File: src/rtl/fb_pkg.sv
// Shared framebuffer types and constants.
// Used by the write scheduler and its pixel producers.
package fb_pkg;

  localparam int FB_COORD_W = 6;
  localparam int FB_COLOR_W = 12;

  typedef enum logic {
    CLEAR = 1'b0,
    RUN   = 1'b1
  } fb_state_t;

  typedef struct packed {
    logic [FB_COORD_W-1:0] x;
    logic [FB_COORD_W-1:0] y;
    logic [FB_COLOR_W-1:0] color;
  } fb_wr_t;

endpackage

File: src/rtl/rr_arbiter.sv
// Round-robin arbiter: one-hot grant searching from ptr upward.
// The pointer moves past the winner on each advance strobe.
module rr_arbiter #(
  parameter int N  = 3,
  parameter int PW = $clog2(N)
) (
  input  logic          clk,
  input  logic          resetn,
  input  logic [N-1:0]  valid,
  input  logic          advance,
  output logic [N-1:0]  grant,
  output logic [PW-1:0] winner,
  output logic          any
);

  logic [PW-1:0] ptr_q;
  logic [PW-1:0] ptr_d;
  logic [PW-1:0] cand;

  // first valid requester at or after ptr, wrapping
  always_comb begin
    grant  = '0;
    winner = '0;
    any    = 1'b0;
    cand   = '0;
    for (int k = 0; k < N; k++) begin
      cand = PW'((int'(ptr_q) + k) % N);
      if (!any && valid[cand]) begin
        any         = 1'b1;
        winner      = cand;
        grant[cand] = 1'b1;
      end
    end
  end

  // pointer moves to the slot after the winner
  always_comb begin
    ptr_d = ptr_q;
    if (advance && any) begin
      if (winner == PW'(N - 1)) begin
        ptr_d = '0;
      end else begin
        ptr_d = winner + PW'(1);
      end
    end
  end

  // pointer register
  always_ff @(posedge clk or negedge resetn) begin
    if (!resetn) begin
      ptr_q <= '0;
    end else begin
      ptr_q <= ptr_d;
    end
  end

endmodule

File: src/rtl/fb_write_scheduler.sv
// Framebuffer write-port scheduler: clear sweep plus
// round-robin sharing of the port among pixel producers.
module fb_write_scheduler
  import fb_pkg::*;
#(
  parameter int NUM_REQ = 3,
  parameter int COORD_W = FB_COORD_W,
  parameter int COLOR_W = FB_COLOR_W,
  parameter logic [COLOR_W-1:0] CLEAR_COLOR = '0
) (
  input  logic                         clk,
  input  logic                         resetn,
  input  logic [NUM_REQ-1:0]           req_valid,
  input  logic [NUM_REQ*COORD_W-1:0]   req_x,
  input  logic [NUM_REQ*COORD_W-1:0]   req_y,
  input  logic [NUM_REQ*COLOR_W-1:0]   req_color,
  output logic [NUM_REQ-1:0]           req_ready,
  input  logic                         clear_start,
  output logic                         clear_busy,
  output logic                         fb_we,
  output logic [COORD_W-1:0]           fb_x,
  output logic [COORD_W-1:0]           fb_y,
  output logic [COLOR_W-1:0]           fb_color,
  output logic [$clog2(NUM_REQ)-1:0]   grant_id
);

  localparam int GW = $clog2(NUM_REQ);
  localparam int CW = 2 * COORD_W;

  fb_state_t state_q, state_d;
  logic [CW-1:0]      cnt_q, cnt_d;
  logic               fb_we_q, fb_we_d;
  logic [COORD_W-1:0] fb_x_q, fb_x_d;
  logic [COORD_W-1:0] fb_y_q, fb_y_d;
  logic [COLOR_W-1:0] fb_color_q, fb_color_d;
  logic [GW-1:0]      grant_id_q, grant_id_d;

  logic [COORD_W-1:0] x_arr [NUM_REQ];
  logic [COORD_W-1:0] y_arr [NUM_REQ];
  logic [COLOR_W-1:0] c_arr [NUM_REQ];

  logic               can_grant;
  logic [NUM_REQ-1:0] valid_m;
  logic [NUM_REQ-1:0] arb_grant;
  logic [GW-1:0]      arb_winner;
  logic               arb_any;

  for (genvar i = 0; i < NUM_REQ; i++) begin : g_unpack
    assign x_arr[i] = req_x[i*COORD_W +: COORD_W];
    assign y_arr[i] = req_y[i*COORD_W +: COORD_W];
    assign c_arr[i] = req_color[i*COLOR_W +: COLOR_W];
  end

  // clear_start pre-empts any grant in the cycle it is seen
  assign can_grant = (state_q == RUN) && !clear_start;
  assign valid_m   = req_valid & {NUM_REQ{can_grant}};

  rr_arbiter #(
    .N (NUM_REQ)
  ) u_arb (
    .clk     (clk),
    .resetn  (resetn),
    .valid   (valid_m),
    .advance (arb_any),
    .grant   (arb_grant),
    .winner  (arb_winner),
    .any     (arb_any)
  );

  // next state, sweep counter and output register loads
  always_comb begin
    state_d    = state_q;
    cnt_d      = cnt_q;
    fb_we_d    = 1'b0;
    fb_x_d     = fb_x_q;
    fb_y_d     = fb_y_q;
    fb_color_d = fb_color_q;
    grant_id_d = grant_id_q;
    unique case (state_q)
      CLEAR: begin
        fb_we_d    = 1'b1;
        fb_x_d     = cnt_q[COORD_W-1:0];
        fb_y_d     = cnt_q[CW-1:COORD_W];
        fb_color_d = CLEAR_COLOR;
        cnt_d      = cnt_q + CW'(1);
        if (&cnt_q) begin
          state_d = RUN;
        end
      end
      RUN: begin
        if (clear_start) begin
          state_d = CLEAR;
        end else if (arb_any) begin
          fb_we_d    = 1'b1;
          fb_x_d     = x_arr[arb_winner];
          fb_y_d     = y_arr[arb_winner];
          fb_color_d = c_arr[arb_winner];
          grant_id_d = arb_winner;
        end
      end
      default: begin
        state_d = CLEAR;
      end
    endcase
  end

  // state, sweep counter and registered write port
  always_ff @(posedge clk or negedge resetn) begin
    if (!resetn) begin
      state_q    <= CLEAR;
      cnt_q      <= '0;
      fb_we_q    <= 1'b0;
      fb_x_q     <= '0;
      fb_y_q     <= '0;
      fb_color_q <= '0;
      grant_id_q <= '0;
    end else begin
      state_q    <= state_d;
      cnt_q      <= cnt_d;
      fb_we_q    <= fb_we_d;
      fb_x_q     <= fb_x_d;
      fb_y_q     <= fb_y_d;
      fb_color_q <= fb_color_d;
      grant_id_q <= grant_id_d;
    end
  end

  assign req_ready  = arb_grant;
  assign clear_busy = (state_q == CLEAR);
  assign fb_we      = fb_we_q;
  assign fb_x       = fb_x_q;
  assign fb_y       = fb_y_q;
  assign fb_color   = fb_color_q;
  assign grant_id   = grant_id_q;

endmodule

File: config.mk
export PLATFORM = sky130hd
export DESIGN_NAME = fb_write_scheduler
export DESIGN_NICKNAME = d
export VERILOG_FILES = /design/src/rtl/fb_pkg.sv /design/src/rtl/rr_arbiter.sv /design/src/rtl/fb_write_scheduler.sv
export SDC_FILE = /design/constraint.sdc
export NUM_CORES = 1
export LEC_CHECK = 0
export CELL_PAD_IN_SITES_DETAIL_PLACEMENT = 1
export CELL_PAD_IN_SITES_GLOBAL_PLACEMENT = 2
export CORE_MARGIN = 5
export CORE_UTILIZATION = 26
export CTS_BUF_LIST = sky130_fd_sc_hd__clkbuf_8
export CTS_CLUSTER_DIAMETER = 80
export CTS_CLUSTER_SIZE = 16
export DETAILED_ROUTE_END_ITERATION = 12
export HOLD_SLACK_MARGIN = 0.02
export PLACE_DENSITY = 0.88
export SLEW_MARGIN = 15
export SYNTH_ARGS = -nofsm -noshare
export SYNTH_HDL_FRONTEND = slang
export SYNTH_HIERARCHICAL = 1
export SYNTH_SLANG_ARGS = --single-unit
export TNS_END_PERCENT = 20
File: constraint.sdc
create_clock -name clk -period 3.4 [get_ports clk]
set_input_delay 0.85 -clock clk [delete_from_list [all_inputs] [get_ports clk]]
set_output_delay 0.85 -clock clk [all_outputs]
set_load 0.01 [all_outputs]
# --- Yosys cells after proc, flatten, opt, wreduce, memory -nomap -nowiden ---
# Cells that the tools add are included.
op_classes:
  add_sub_neg: 4
  n_div: 3
  magnitude_cmp: 7
  n_eq_ne: 3
  n_mux: 46
  bitwise_logic: 6
  reduce_logical: 12
op_table:
  columns: ["operator", "n"]
  rows:
  - ["32-bit by 3-bit remainder unit with 32-bit output, second input constant", 2]
  - ["12-bit 2-to-1 mux", 4]
  - ["6-bit 2-to-1 mux", 8]
  - ["3-bit by 3-bit remainder unit with 32-bit output, second input constant", 1]
  - ["12-bit binary-select mux with 2-bit select", 1]
  - ["6-bit binary-select mux with 2-bit select", 2]
  - ["12-bit case mux with 2 select lines", 1]
  - ["6-bit case mux with 2 select lines", 2]
  - ["1-bit 2-to-1 mux", 13]
  - ["12-bit by 1-bit adder with 12-bit output, second input constant", 1]
  - ["12-bit AND reduction", 1]
  - ["2-bit by 3-bit less-than comparator with 1-bit output, second input constant", 3]
  - ["3-bit 2-to-1 mux", 3]
  - ["2-bit 2-to-1 mux", 4]
  - ["1-bit binary-select mux with 2-bit select", 3]
  - ["1-bit demux with 2-bit select", 3]
  - ["2-bit by 1-bit >= comparator with 1-bit output, second input constant", 3]
  - ["1-bit logical AND", 6]
  - ["3-bit bitwise OR", 2]
  - ["1-bit case mux with 2 select lines", 2]
  - ["2-bit by 1-bit adder with 3-bit output, second input constant", 1]
  - ["2-bit by 2-bit adder with 3-bit output, second input constant", 1]
  - ["3-bit AND", 1]
  - ["3-bit >= comparator, second input constant", 1]
  - ["other kinds (9)", 12]
totals:
  register_bits: 42
  in_bits: 78
  out_inout_bits: 31
  elab_cells: 89

# --- Depth between registers and ports, before layout ---
logic_depth:
  ltp_word: 19
  ltp_mapped: 13
  ltp_nobuf: 11

# --- By module ---
# Netlist, hierarchy kept.
by_module_without_submodules:
  columns: ["mod", "instances", "cells_each", "area_each_um2", "seq_area_each_um2"]
  rows:
  - ["fb_write_scheduler", 1, 196, 2202.1, 1001.0]
  - ["rr_arbiter", 1, 56, 466.7, 50.0]

# --- Least setup slack after synthesis ---
# Ideal clock, no wire load.
synth_timing:
  path_type: "input -> register"
  startpoint: "in clear_start"
  endpoint: "reg fb_color_q[0] (netlist: fb_color[0])"
  setup_ns: 0.126
  arrival_time_ns: 2.872
  t_required_ns: 3.274
  slack_ns: 0.402
  path_stages: 10
  path_buffers: 2
  path_cell_list: "nor2_1 -> and2_1 -> mux2i_2 -> or3b_1 -> a21oi_2 -> buf_2 -> buf_2 -> mux2i_1 -> nor2_1 -> a221o_1"
synth_via:
  elab_chain_len: 19
  elab_cells_between_ends: 29
  cone_classes: "eq/ne: 2; mux: 18; bitwise: 2; reduce/logical: 7"
synth_lines:
  columns: ["item", "line_no", "source"]
  rows:
  - ["start, declared", "fb_write_scheduler.sv:18", "input logic clear_start,"]
  - ["1-bit zero test (*)", "fb_write_scheduler.sv:55", "assign can_grant = (state_q == RUN) && !clear_start;"]
  - ["1-bit logical AND (*)", "fb_write_scheduler.sv:55", null]
  - ["3-bit AND (*)", "fb_write_scheduler.sv:56", "assign valid_m = req_valid & {NUM_REQ{can_grant}};"]
  - ["via valid_m[1]", "fb_write_scheduler.sv:43", "logic [NUM_REQ-1:0] valid_m;"]
  - ["1-bit binary-select mux with 2-bit select", "rr_arbiter.sv:28", "if (!any && valid[cand]) begin"]
  - ["1-bit 2-to-1 mux (implied by the code)", "rr_arbiter.sv:28", null]
  - ["1-bit 2-to-1 mux", "rr_arbiter.sv:28", null]
  - ["1-bit zero test", "rr_arbiter.sv:28", null]
  - ["[4 not listed]", null, null]
  - ["2-bit 2-to-1 mux (*)", "rr_arbiter.sv:28", null]
  - ["via arb_winner[0]", "fb_write_scheduler.sv:45", "logic [GW-1:0] arb_winner;"]
  - ["2-bit inverter with 3-bit output (implied by the code) (*)", "fb_write_scheduler.sv:97", "fb_color_d = c_arr[arb_winner];"]
  - ["12-bit binary-select mux with 2-bit select (*)", "fb_write_scheduler.sv:97", null]
  - ["12-bit 2-to-1 mux (implied by the code) (*) (2 in a row)", "fb_write_scheduler.sv:97", null]
  - ["12-bit 2-to-1 mux (*)", "fb_write_scheduler.sv:93", "end else if (arb_any) begin"]
  - ["12-bit 2-to-1 mux (*)", "fb_write_scheduler.sv:91", "if (clear_start) begin"]
  - ["12-bit case mux with 2 select lines (*)", "fb_write_scheduler.sv:79", "unique case (state_q)"]
  - ["end signal, assigned", "fb_write_scheduler.sv:123", "fb_color_q <= fb_color_d;"]
  - ["end, declared", "fb_write_scheduler.sv:35", "logic [COLOR_W-1:0] fb_color_q, fb_color_d;"]
# The timed path passes the listed nets; every way through them passes the cells marked *. The select of a mux whose other input is x is not followed.
# A chain may end at the register's enable or synchronous reset.

# --- Worst setup path in the final report ---
layout_timing:
  startpoint: "in req_valid[0]"
  endpoint: "out req_ready[1]"
layout_via:
  elab_chain_len: 10
  elab_cells_between_ends: 18
  cone_classes: "mux: 11; bitwise: 3; reduce/logical: 4"
layout_lines:
  columns: ["item", "line_no", "source"]
  rows:
  - ["start, declared", "fb_write_scheduler.sv:13", "input logic [NUM_REQ-1:0] req_valid,"]
  - ["3-bit AND (*)", "fb_write_scheduler.sv:56", null]
  - ["via valid_m[0]", "fb_write_scheduler.sv:43", null]
  - ["1-bit binary-select mux with 2-bit select", "rr_arbiter.sv:28", null]
  - ["1-bit 2-to-1 mux (implied by the code)", "rr_arbiter.sv:28", null]
  - ["1-bit 2-to-1 mux", "rr_arbiter.sv:28", null]
  - ["1-bit zero test", "rr_arbiter.sv:28", null]
  - ["1-bit logical AND", "rr_arbiter.sv:28", null]
  - ["1-bit 2-to-1 mux", "rr_arbiter.sv:28", null]
  - ["1-bit zero test", "rr_arbiter.sv:28", null]
  - ["1-bit logical AND", "rr_arbiter.sv:28", null]
  - ["3-bit 2-to-1 mux (*)", "rr_arbiter.sv:28", null]
  - ["end, declared", "fb_write_scheduler.sv:17", "output logic [NUM_REQ-1:0] req_ready,"]
# Marks and branches as above.

==> reports/metrics.cfg <==
[status]
status = completed

[floorplanning]
die_area_sq_um = 12390
start_util_pct = 26.20
die_x_microns = 111.3
die_height_microns = 111.3
ios = 109
rows = 37
core_area_sq_um = 10180

[drt]
vias = 2479
ant_nets = 0
first_pass_iters = 4
wl_per_cell_microns = 17.41
drcViolationCount = 0
via_per_inst = 4.823
drtIter0Drc = 88
totalWireLength_mm = 8.947

[critical_path]
endpoint_kind = primary output
cp.required_ns = 2.55
slowest_delay_ns = 0.42
cp.arrival_ns = 2.46
crit_chain = clkdlybuf4s50_1, and2_4, mux2_1, nand3_1, o22ai_2, a2bb2oi_1, o21ai_0, dlygate4sd2_1
slowest_stage = clkdlybuf4s50_1
cp_max_fo = 6
worstSetupStartpointType = input port
crit_type = in -> out

[power]
p_int_mw = 1.562
p_comb_share_pct = 52.4
total_power_mw = 2.521
power.share.clock_pct = 19.6
total_leakage_power_nw = 1.738
pwr-share-seq_pct = 27.9
netSwitchingFraction_pct = 38.07
power.density_nw_per_um2 = 594.4
power_switching_uw = 959.7
peakVddDrop_mv = 0.3156

[grt]
grt_pass1_wl_mm = 14.81
grt_pass1_vias = 2752
overflow = 0
grt_usage_pct = 14.45
grt_max_degree = 43
antenna_found_initial = 0

[sta]
setup_viol = 0
rsz0062_at_grt = yes
fin_skew_ns = 0.009496
finalMaxSlewViolations = 0
clock.fmax_ghz = 0.3022
fin_ws_ns = 0.09088
fin_crit_ns = 3.309
fin_crit_sh_pct = 97.33
hold_viol = 0
relSlewSlack_pct = 35.49
finalSetupTns_ns = 0
worst_pin_slew_ns = 0.9677

[clock_network]
path_clk_slew_ns = 0.09
clock_sinks = 42
max-clock-path-buffers = 2
htreeDepth = 2
cts_tree = done
cts_buffers = 5
clock_latency_ns = 0.30
cts_root_buf = clkbuf_8

[synth]
yosysMostFrequentCell = dfrtp_1
yosys-top-cells-area = dfrtp_1 39%, mux2i_1 9.4%, a221o_1 4.9%
synth_area_sq_um = 2669
synth_cells = 252
syn_area_per_cell_sq_um = 10.59
synth-seq-cells = 42
ys.flop_type = dfrtp_1
yosysTopAreaCell = dfrtp_1
async_flop_share_pct = 100.0
yosysTopAreaCellShare_pct = 39.38
synth_enable_flop_cells = 0
synthTopCellsByCount = 42 x dfrtp_1, 25 x mux2i_1, 16 x nor2_1
yosysWarnings = 6
synthesis.nets = 335
ys_seq_area_share_pct = 39.38
ys_types = 55

[finish]
area_delta_synth_final_pct = 58.93
num-fill-cells = 1178
fin_nets = 460
stdcell_area_sq_um = 4242
diodes = 0
final_cells = 514
final_layout_size_suffix_gt1_share_pct = 16.40

[placement]
placed_cell_area_sq_um = 4076
gp_congestion = 0.8627
hpwl_mm = 6.952
dp.cells = 506
portBuffers = 108
dp_slack_ns = -0.5561

[min_path]
min_path_type = reg -> reg

[run]
maxCapViolCount = 0

through the flow:
stage / hold WS [ns] / util (%)
floorplan: 0.4639 / -
global placement: 0.4897 / 40.02
detailed placement: 0.5012 / 40.02
finish: 0.5167 / 41.65
global route: 0.5277 / 41.65
CTS: 0.5231 / 41.51
routing by layer:
metal / GRT usage [%] / routed length, microns / share of wire (%)
met1: 18.35 / 3977 / 44
met2: 25.33 / 4481 / 50
met3: 3.876 / 442 / 4.9
met4: 1.784 / 46 / 0.51
met5: 0 / 0 / 0
power groups by stage:
stage	Sequential [mW]	Combinational, mW	Clock, mW
after detailed placement	0.713	1.33	0
after CTS	0.706	1.33	0.512
after global placement	0.704	1.29	0
final	0.704	1.32	0.495
after global routing	0.721	1.44	0.533
after floorplan	0.706	0.795	0
cells by family (layout without fill, tap and decap cells):
group | after synthesis | in the layout | synth area share [%]
AO/OA/AOI/OAI | 66 | 66 | 20.63
XOR/XNOR | 11 | 11 | 3.891
adder cells (fa/ha/maj) | 5 | 5 | 2.344
buffers and inverters | 25 | 151 | 4.500
flip-flops | 42 | 42 | 39.38
multiplexers | 31 | 31 | 12.00
AND/OR/NAND/NOR | 72 | 72 | 17.25
cell type report:
type | instances | area, sq um | area share (%)
Timing Repair Buffer | 135 | 1308 | 30.83
Clock buffer | 6 | 82.58 | 1.947
Clock inverter | 2 | 60.06 | 1.416
Sequential cell | 42 | 1051 | 24.78
Multi-Input combinational cell | 185 | 1540 | 36.31
Tap cell | 136 | 170.2 | 4.012
Inverter | 8 | 30.03 | 0.7080
critical path, delay by kind of cell:
kind | cells | cell delay, ns
AOI/OAI and AO/OA | 3 | 0.34
buffers and inverters | 2 | 0.71
and+or+nand+nor | 2 | 0.26
muxes | 1 | 0.29
path summary, 6_finish.rpt:
kind / startpoint / endpoint / slack [ns] / cells past startpoint
max in group asynchronous: resetn / fb_color[6] / 2.10 / 1
min: cnt_q[11] / cnt_q[11] / 0.52 / 1
min reg2reg: cnt_q[11] / cnt_q[11] / 0.52 / 1
min in group asynchronous: resetn / fb_y[3] / 0.70 / 1
max: req_valid[0] / req_ready[1] / 0.09 / 8
max reg2reg: u_arb/ptr_q[1] / fb_x[3] / 0.57 / 11
timing repair:
item,in CTS,in global routing
hold buffers,0,0
setup buffers,0,0
resized for setup,9,4
setup endpoints to repair,17,4
pin swaps,1,0
sequential cells by signal, summed over array words and instances, names as in the netlist:
signal and flops:
state_q 1, fb_x 6, fb_we 1, fb_color 12
fb_y 6, cnt_q 12, grant_id 2, u_arb/ptr_q 2
cells in the final DEF, fill, tap and decap left out, types with 9 or more instances in the layout:
| cell | instances |
|---|---|
| a221o_1 | 13 |
| buf_4 | 24 |
| clkdlybuf4s50_1 | 103 |
| dfrtp_1 | 42 |
| mux2i_1 | 25 |
| nand2_1 | 12 |
| nand3b_1 | 10 |
| nor2_1 | 15 |
| o211ai_1 | 9 |
| o21a_1 | 9 |
Note: power is estimated with default switching activity, not from simulation.
